==> src/rtl/mc_ctrl.sv <==
// Multi-cycle MIPS-subset control unit: five-state FSM with combinational strobes and selects.
// Define MC_CTRL_RETIRE_CNT_EN to add the 32-bit retired-instruction counter output retire_cnt.
module mc_ctrl (
  input  logic        clk,
  input  logic        rst_n,
  input  logic [5:0]  opcode,
  input  logic [5:0]  funct,
  input  logic        zero,
  input  logic        mem_ready,
  output logic        mem_rd,
  output logic        dm_we,
  output logic        ir_we,
  output logic        pc_we,
  output logic        rf_we,
  output logic [1:0]  pc_sel,
  output logic [1:0]  rf_wa_sel,
  output logic [1:0]  rf_wd_sel,
  output logic        alu_b_sel,
  output logic [2:0]  alu_op,
  output logic        illegal,
  output logic        instr_done,
`ifdef MC_CTRL_RETIRE_CNT_EN
  output logic [31:0] retire_cnt,
`endif
  output logic [2:0]  state
);

  typedef enum logic [2:0] {
    S_FETCH  = 3'd0,
    S_DECODE = 3'd1,
    S_EXEC   = 3'd2,
    S_MEM    = 3'd3,
    S_WB     = 3'd4
  } state_t;

  localparam logic [5:0] OP_RTYPE = 6'h00;
  localparam logic [5:0] OP_J     = 6'h02;
  localparam logic [5:0] OP_JAL   = 6'h03;
  localparam logic [5:0] OP_BEQ   = 6'h04;
  localparam logic [5:0] OP_ORI   = 6'h0D;
  localparam logic [5:0] OP_LUI   = 6'h0F;
  localparam logic [5:0] OP_LW    = 6'h23;
  localparam logic [5:0] OP_SW    = 6'h2B;
  localparam logic [5:0] FN_JR    = 6'h08;
  localparam logic [5:0] FN_ADDU  = 6'h21;
  localparam logic [5:0] FN_SUBU  = 6'h23;

  localparam logic [2:0] ALU_ADD = 3'b000;
  localparam logic [2:0] ALU_SUB = 3'b001;
  localparam logic [2:0] ALU_OR  = 3'b010;

  state_t r_state;

  // Instruction decode; opcode/funct are held stable by the datapath from DECODE onward.
  logic w_rtype, w_addu, w_subu, w_jr, w_j, w_jal, w_beq, w_ori, w_lui, w_lw, w_sw;
  logic w_legal, w_ends_in_decode, w_has_wb;

  assign w_rtype = (opcode == OP_RTYPE);
  assign w_addu  = w_rtype && (funct == FN_ADDU);
  assign w_subu  = w_rtype && (funct == FN_SUBU);
  assign w_jr    = w_rtype && (funct == FN_JR);
  assign w_j     = (opcode == OP_J);
  assign w_jal   = (opcode == OP_JAL);
  assign w_beq   = (opcode == OP_BEQ);
  assign w_ori   = (opcode == OP_ORI);
  assign w_lui   = (opcode == OP_LUI);
  assign w_lw    = (opcode == OP_LW);
  assign w_sw    = (opcode == OP_SW);

  assign w_legal = w_addu | w_subu | w_jr | w_j | w_jal | w_beq |
                   w_ori | w_lui | w_lw | w_sw;
  assign w_ends_in_decode = w_j | w_jal | w_jr | ~w_legal;
  assign w_has_wb = w_addu | w_subu | w_ori | w_lui;

  always_ff @(posedge clk or negedge rst_n) begin
    if (!rst_n) begin
      r_state <= S_FETCH;
    end else begin
      case (r_state)
        S_FETCH:  if (mem_ready) r_state <= S_DECODE;
        S_DECODE: r_state <= w_ends_in_decode ? S_FETCH : S_EXEC;
        S_EXEC: begin
          if (w_lw || w_sw)  r_state <= S_MEM;
          else if (w_has_wb) r_state <= S_WB;
          else               r_state <= S_FETCH;
        end
        S_MEM:    if (mem_ready) r_state <= w_lw ? S_WB : S_FETCH;
        S_WB:     r_state <= S_FETCH;
        default:  r_state <= S_FETCH;
      endcase
    end
  end

  logic       w_mem_rd, w_dm_we, w_ir_we, w_pc_we, w_rf_we;
  logic [1:0] w_pc_sel, w_rf_wa_sel, w_rf_wd_sel;
  logic       w_alu_b_sel, w_illegal, w_instr_done;
  logic [2:0] w_alu_op;

  always_comb begin
    w_mem_rd     = 1'b0;
    w_dm_we      = 1'b0;
    w_ir_we      = 1'b0;
    w_pc_we      = 1'b0;
    w_rf_we      = 1'b0;
    w_pc_sel     = 2'b00;
    w_rf_wa_sel  = 2'b00;
    w_rf_wd_sel  = 2'b00;
    w_alu_b_sel  = 1'b0;
    w_alu_op     = ALU_ADD;
    w_illegal    = 1'b0;
    w_instr_done = 1'b0;
    case (r_state)
      S_FETCH: begin
        w_mem_rd = 1'b1;
        if (mem_ready) begin
          w_ir_we = 1'b1;
          w_pc_we = 1'b1;
        end
      end
      S_DECODE: begin
        if (!w_legal) begin
          w_illegal = 1'b1;
        end else if (w_j || w_jal) begin
          w_pc_we      = 1'b1;
          w_pc_sel     = 2'b10;
          w_instr_done = 1'b1;
          if (w_jal) begin
            w_rf_we     = 1'b1;
            w_rf_wa_sel = 2'b10;
            w_rf_wd_sel = 2'b10;
          end
        end else if (w_jr) begin
          w_pc_we      = 1'b1;
          w_pc_sel     = 2'b11;
          w_instr_done = 1'b1;
        end
      end
      S_EXEC: begin
        if (w_beq) begin
          w_alu_op     = ALU_SUB;
          w_pc_sel     = 2'b01;
          w_pc_we      = zero;
          w_instr_done = 1'b1;
        end else if (w_lw || w_sw) begin
          w_alu_b_sel = 1'b1;
        end else if (w_subu) begin
          w_alu_op = ALU_SUB;
        end else if (w_ori) begin
          w_alu_op    = ALU_OR;
          w_alu_b_sel = 1'b1;
        end
      end
      S_MEM: begin
        w_mem_rd     = w_lw;
        w_dm_we      = w_sw;
        w_instr_done = w_sw && mem_ready;
      end
      S_WB: begin
        w_rf_we      = 1'b1;
        w_instr_done = 1'b1;
        if (w_addu || w_subu) w_rf_wa_sel = 2'b01;
        if (w_lui)            w_rf_wd_sel = 2'b11;
        else if (w_lw)        w_rf_wd_sel = 2'b01;
      end
      default: ;
    endcase
  end

  // The FETCH-state strobes would otherwise follow mem_ready while reset is held.
  assign mem_rd     = w_mem_rd;
  assign dm_we      = w_dm_we & rst_n;
  assign ir_we      = w_ir_we & rst_n;
  assign pc_we      = w_pc_we & rst_n;
  assign rf_we      = w_rf_we & rst_n;
  assign illegal    = w_illegal & rst_n;
  assign instr_done = w_instr_done & rst_n;
  assign pc_sel     = w_pc_sel;
  assign rf_wa_sel  = w_rf_wa_sel;
  assign rf_wd_sel  = w_rf_wd_sel;
  assign alu_b_sel  = w_alu_b_sel;
  assign alu_op     = w_alu_op;
  assign state      = r_state;

`ifdef MC_CTRL_RETIRE_CNT_EN
  logic [31:0] r_retire_cnt;

  always_ff @(posedge clk or negedge rst_n) begin
    if (!rst_n)            r_retire_cnt <= '0;
    else if (w_instr_done) r_retire_cnt <= r_retire_cnt + 32'd1;
  end

  assign retire_cnt = r_retire_cnt;
`endif

endmodule

==> config.mk <==
export PLATFORM = sky130hd
export DESIGN_NAME = mc_ctrl
export DESIGN_NICKNAME = d
export VERILOG_FILES = /design/src/rtl/mc_ctrl.sv
export SDC_FILE = /design/constraint.sdc
export NUM_CORES = 1
export LEC_CHECK = 0
export BUFFER_PORTS_ARGS = -buffer_cell sky130_fd_sc_hd__buf_4
export CORE_UTILIZATION = 40
export CTS_BUF_LIST = sky130_fd_sc_hd__clkbuf_16
export DETAILED_ROUTE_END_ITERATION = 8
export GPL_ROUTABILITY_DRIVEN = 0
export GPL_TIMING_DRIVEN = 0
export PLACE_DENSITY = 0.74
export SLEW_MARGIN = 20
export SYNTH_ARGS = -nofsm -noshare
export SYNTH_HDL_FRONTEND = slang
export SYNTH_SLANG_ARGS = --single-unit
==> constraint.sdc <==
create_clock -name clk -period 1.4 [get_ports clk]
set_input_delay 0.07 -clock clk [delete_from_list [all_inputs] [get_ports clk]]
set_output_delay 0.07 -clock clk [all_outputs]
set_load 0.005 [all_outputs]
==> impl_metrics.json <==
{
  "viasPerCell": 6.200,
  "maxSlewViolCount": 0,
  "violations": "setup timing",
  "grt_pass1_wl_microns": 3491,
  "async_reset_ff_frac": 1.000,
  "synth-seq-cells": 3,
  "cts_root_buf": "clkbuf_16",
  "synth_seq_area_share": 0.1342,
  "rsz0062_at_grt": "yes",
  "crit_path_max_fanout": 4,
  "netlist_area_sq_um": 559.3,
  "ys.flop_type": "dfrtp_1",
  "whs_ns": 0.1962,
  "crit_start": "state[2]",
  "hold_path.class": "primary input to async pin",
  "worstSetupPathType": "register to output port",
  "grt_usage": 0.3361,
  "period_minus_slack_ns": 1.666,
  "p_sw_frac": 0.2592,
  "finish.instance_area_sq_um": 1114,
  "placed_area_sq_um": 818.3,
  "powerDensity_nw_per_um2": 689.7,
  "crit_arrival_ns": 1.60,
  "vdd_drop_max_v": 0.0009901,
  "critPathCaptureType": "output port",
  "start_util": 0.4298,
  "yosys.area.top_type": "dfrtp_1",
  "r2r_setup_slack_ns": 0.01,
  "p_seq_frac": 0.127,
  "fin_crit_sh": 1.190,
  "grt.overflow.total": 0,
  "pwr-share-comb": 0.281,
  "cts_made_buffers": 3,
  "n_antenna_cell": 0,
  "synth_area_per_cell_sq_um": 7.170,
  "nNetsFinal": 142,
  "fmax_mhz": 600.1,
  "io_pins": 36,
  "grt_max_degree": 10,
  "syn2layout_area_growth_pct": 99.11,
  "required_ns": 1.33,
  "synth_common_cells": "nand2_1, a21oi_1, inv_1",
  "cts_max_path_buffers": 2,
  "drt_iter0_drc": 28,
  "yosysTopAreaCellShare": 0.1342,
  "p_clk_frac": 0.591,
  "r2r_cells": 6,
  "crit_path_end": "instr_done",
  "insertion_delay_ns": 0.23,
  "num-fill-cells": 73,
  "core_area_sq_um": 1301,
  "hold_viol": 0,
  "synthMostInstantiatedCell": "nand2_1",
  "vias": 868,
  "synth.distinct_cells": 39,
  "ant_nets": 0,
  "p_int_uw": 569.0,
  "largest_reg_flops": 3,
  "crit_path_start_kind": "register",
  "route.detailed.wl_per_inst_microns": 18.54,
  "die_area_sq_um": 1552,
  "clock_skew_ns": 0.006604,
  "p_leak_uw": 0.0005100,
  "die_h_microns": 39.39,
  "synth-edff-count": 0,
  "finalPower_uw": 768.0,
  "p_switching_uw": 199.0,
  "row_count": 13,
  "hpwl_microns": 1308,
  "drive_above_1_share": 0.6240,
  "layout_setup_ws_ns": -0.2663,
  "drcViolationCount": 0,
  "die_w_microns": 39.39,
  "routed_wl_microns": 2595,
  "r2r-end": "state[2]",
  "setup_viol": 12,
  "netlist_instances": 78,
  "htree_levels": 1,
  "antenna_found_initial": 0,
  "syn_nets": 94,
  "drv_cap": 0,
  "cts_tree": "done",
  "yosys_warnings": 0,
  "drtPass1Iterations": 4,
  "timing.rr.start": "state[2]",
  "numPortBuffers": 32,
  "grt_pass1_vias": 734,
  "synth.area.top_cells": "dfrtp_1, a21oi_1, nand2_1, nor4_2, inv_1",
  "outcome": "finished, violations left",
  "cts.sinks": 3,
  "clkTransAtPathRegs_ns": 0.03
}
==> metrics by stage <==
stage / setup WS, ns / setup TNS, ns / util / cells
floorplan: 0.02595 / 0 / - / 78
global placement: -0.2533 / -0.7114 / 0.6288 / 125
detailed placement: -0.2884 / -0.7561 / 0.6288 / 125
CTS: -0.2150 / -1.389 / 0.7962 / 137
global route: -0.3249 / -2.619 / 0.8558 / 140
finish: -0.2663 / -1.786 / 0.8558 / 140
==> worst min-delay path by stage <==
stage	startpoint	to	slack, ns	cells past startpoint
4_1_cts	mem_ready	state[2]	0.17	3
5_1_grt	mem_ready	state[2]	0.21	3
2_1_floorplan	rst_n	state[0]	-0.23	0
3_3_place_gp	rst_n	state[0]	-0.12	1
6_report	rst_n	state[0]	0.20	2
3_5_place_dp	rst_n	state[1]	-0.12	1
==> layout make-up <==
cell class              instances  area [sq um]  share of cell area
clock inverters                 1         3.754            0.003371
flip-flops and latches          3         78.83             0.07079
plain buffers                   4         37.54             0.03371
inverters                       6         22.52             0.02022
clock buffers                   3         75.07             0.06742
repair buffers                 43         336.6              0.3022
multi-input cells              65         540.5              0.4854
well taps                      15         18.77             0.01685
==> cell usage in the layout (no fill, tap or decap), types with 2 or more instances in the layout <==
cell       instances
a21oi_1            6
a21oi_2            3
buf_4             40
buf_6              4
clkbuf_16          3
dfrtp_2            3
inv_1              7
nand2_1            4
nand2_2            2
nand2_4            2
nand4_1            3
nor2_1             4
nor2b_1            2
nor3_2             2
nor3b_2            2
o21ai_0            2
o21ai_1            2
o221ai_2           2
or3_4              2
==> critical path, cell delays in order, from the launching register on <==
cell	delay (ns)
dfrtp_2	0.43
clkbuf_8	0.15
or3_4	0.39
o221ai_2	0.15
a22o_1	0.15
buf_4	0.11
==> layer usage <==
layer  track usage  share of wire  up-vias
met5             0              0        -
met4        0.1638          0.057        0
met3        0.1250          0.084       17
met2        0.5667           0.48       62
met1        0.3649           0.38      403
li1              -              -      386
==> timing repair <==
item | in CTS | in global routing
hold buffers | 1 | 0
setup buffers | 7 | 3
setup endpoints to repair | 15 | 17
pin swaps | 7 | 6
endpoints found under the hold margin | 3 | 0
gates resized for setup | 19 | 14
==> cell families after synthesis <==
kind of cell / synth area share
and+or+nand+nor: 0.5034
AOI/OAI and AO/OA: 0.2461
other: 0.006705
DFF: 0.1342
muxes: 0.02013
buffers and inverters: 0.08947
==> power by group through the flow <==
stage / clock network, uW / logic (uW) / registers [uW]
global placement: 0 / 139 / 99.5
CTS: 447 / 181 / 98.4
floorplan: 0 / 66.7 / 98.5
detailed placement: 0 / 142 / 99.5
global route: 469 / 231 / 98.1
finish: 454 / 216 / 97.9
Power figures use the tool's default switching activity.
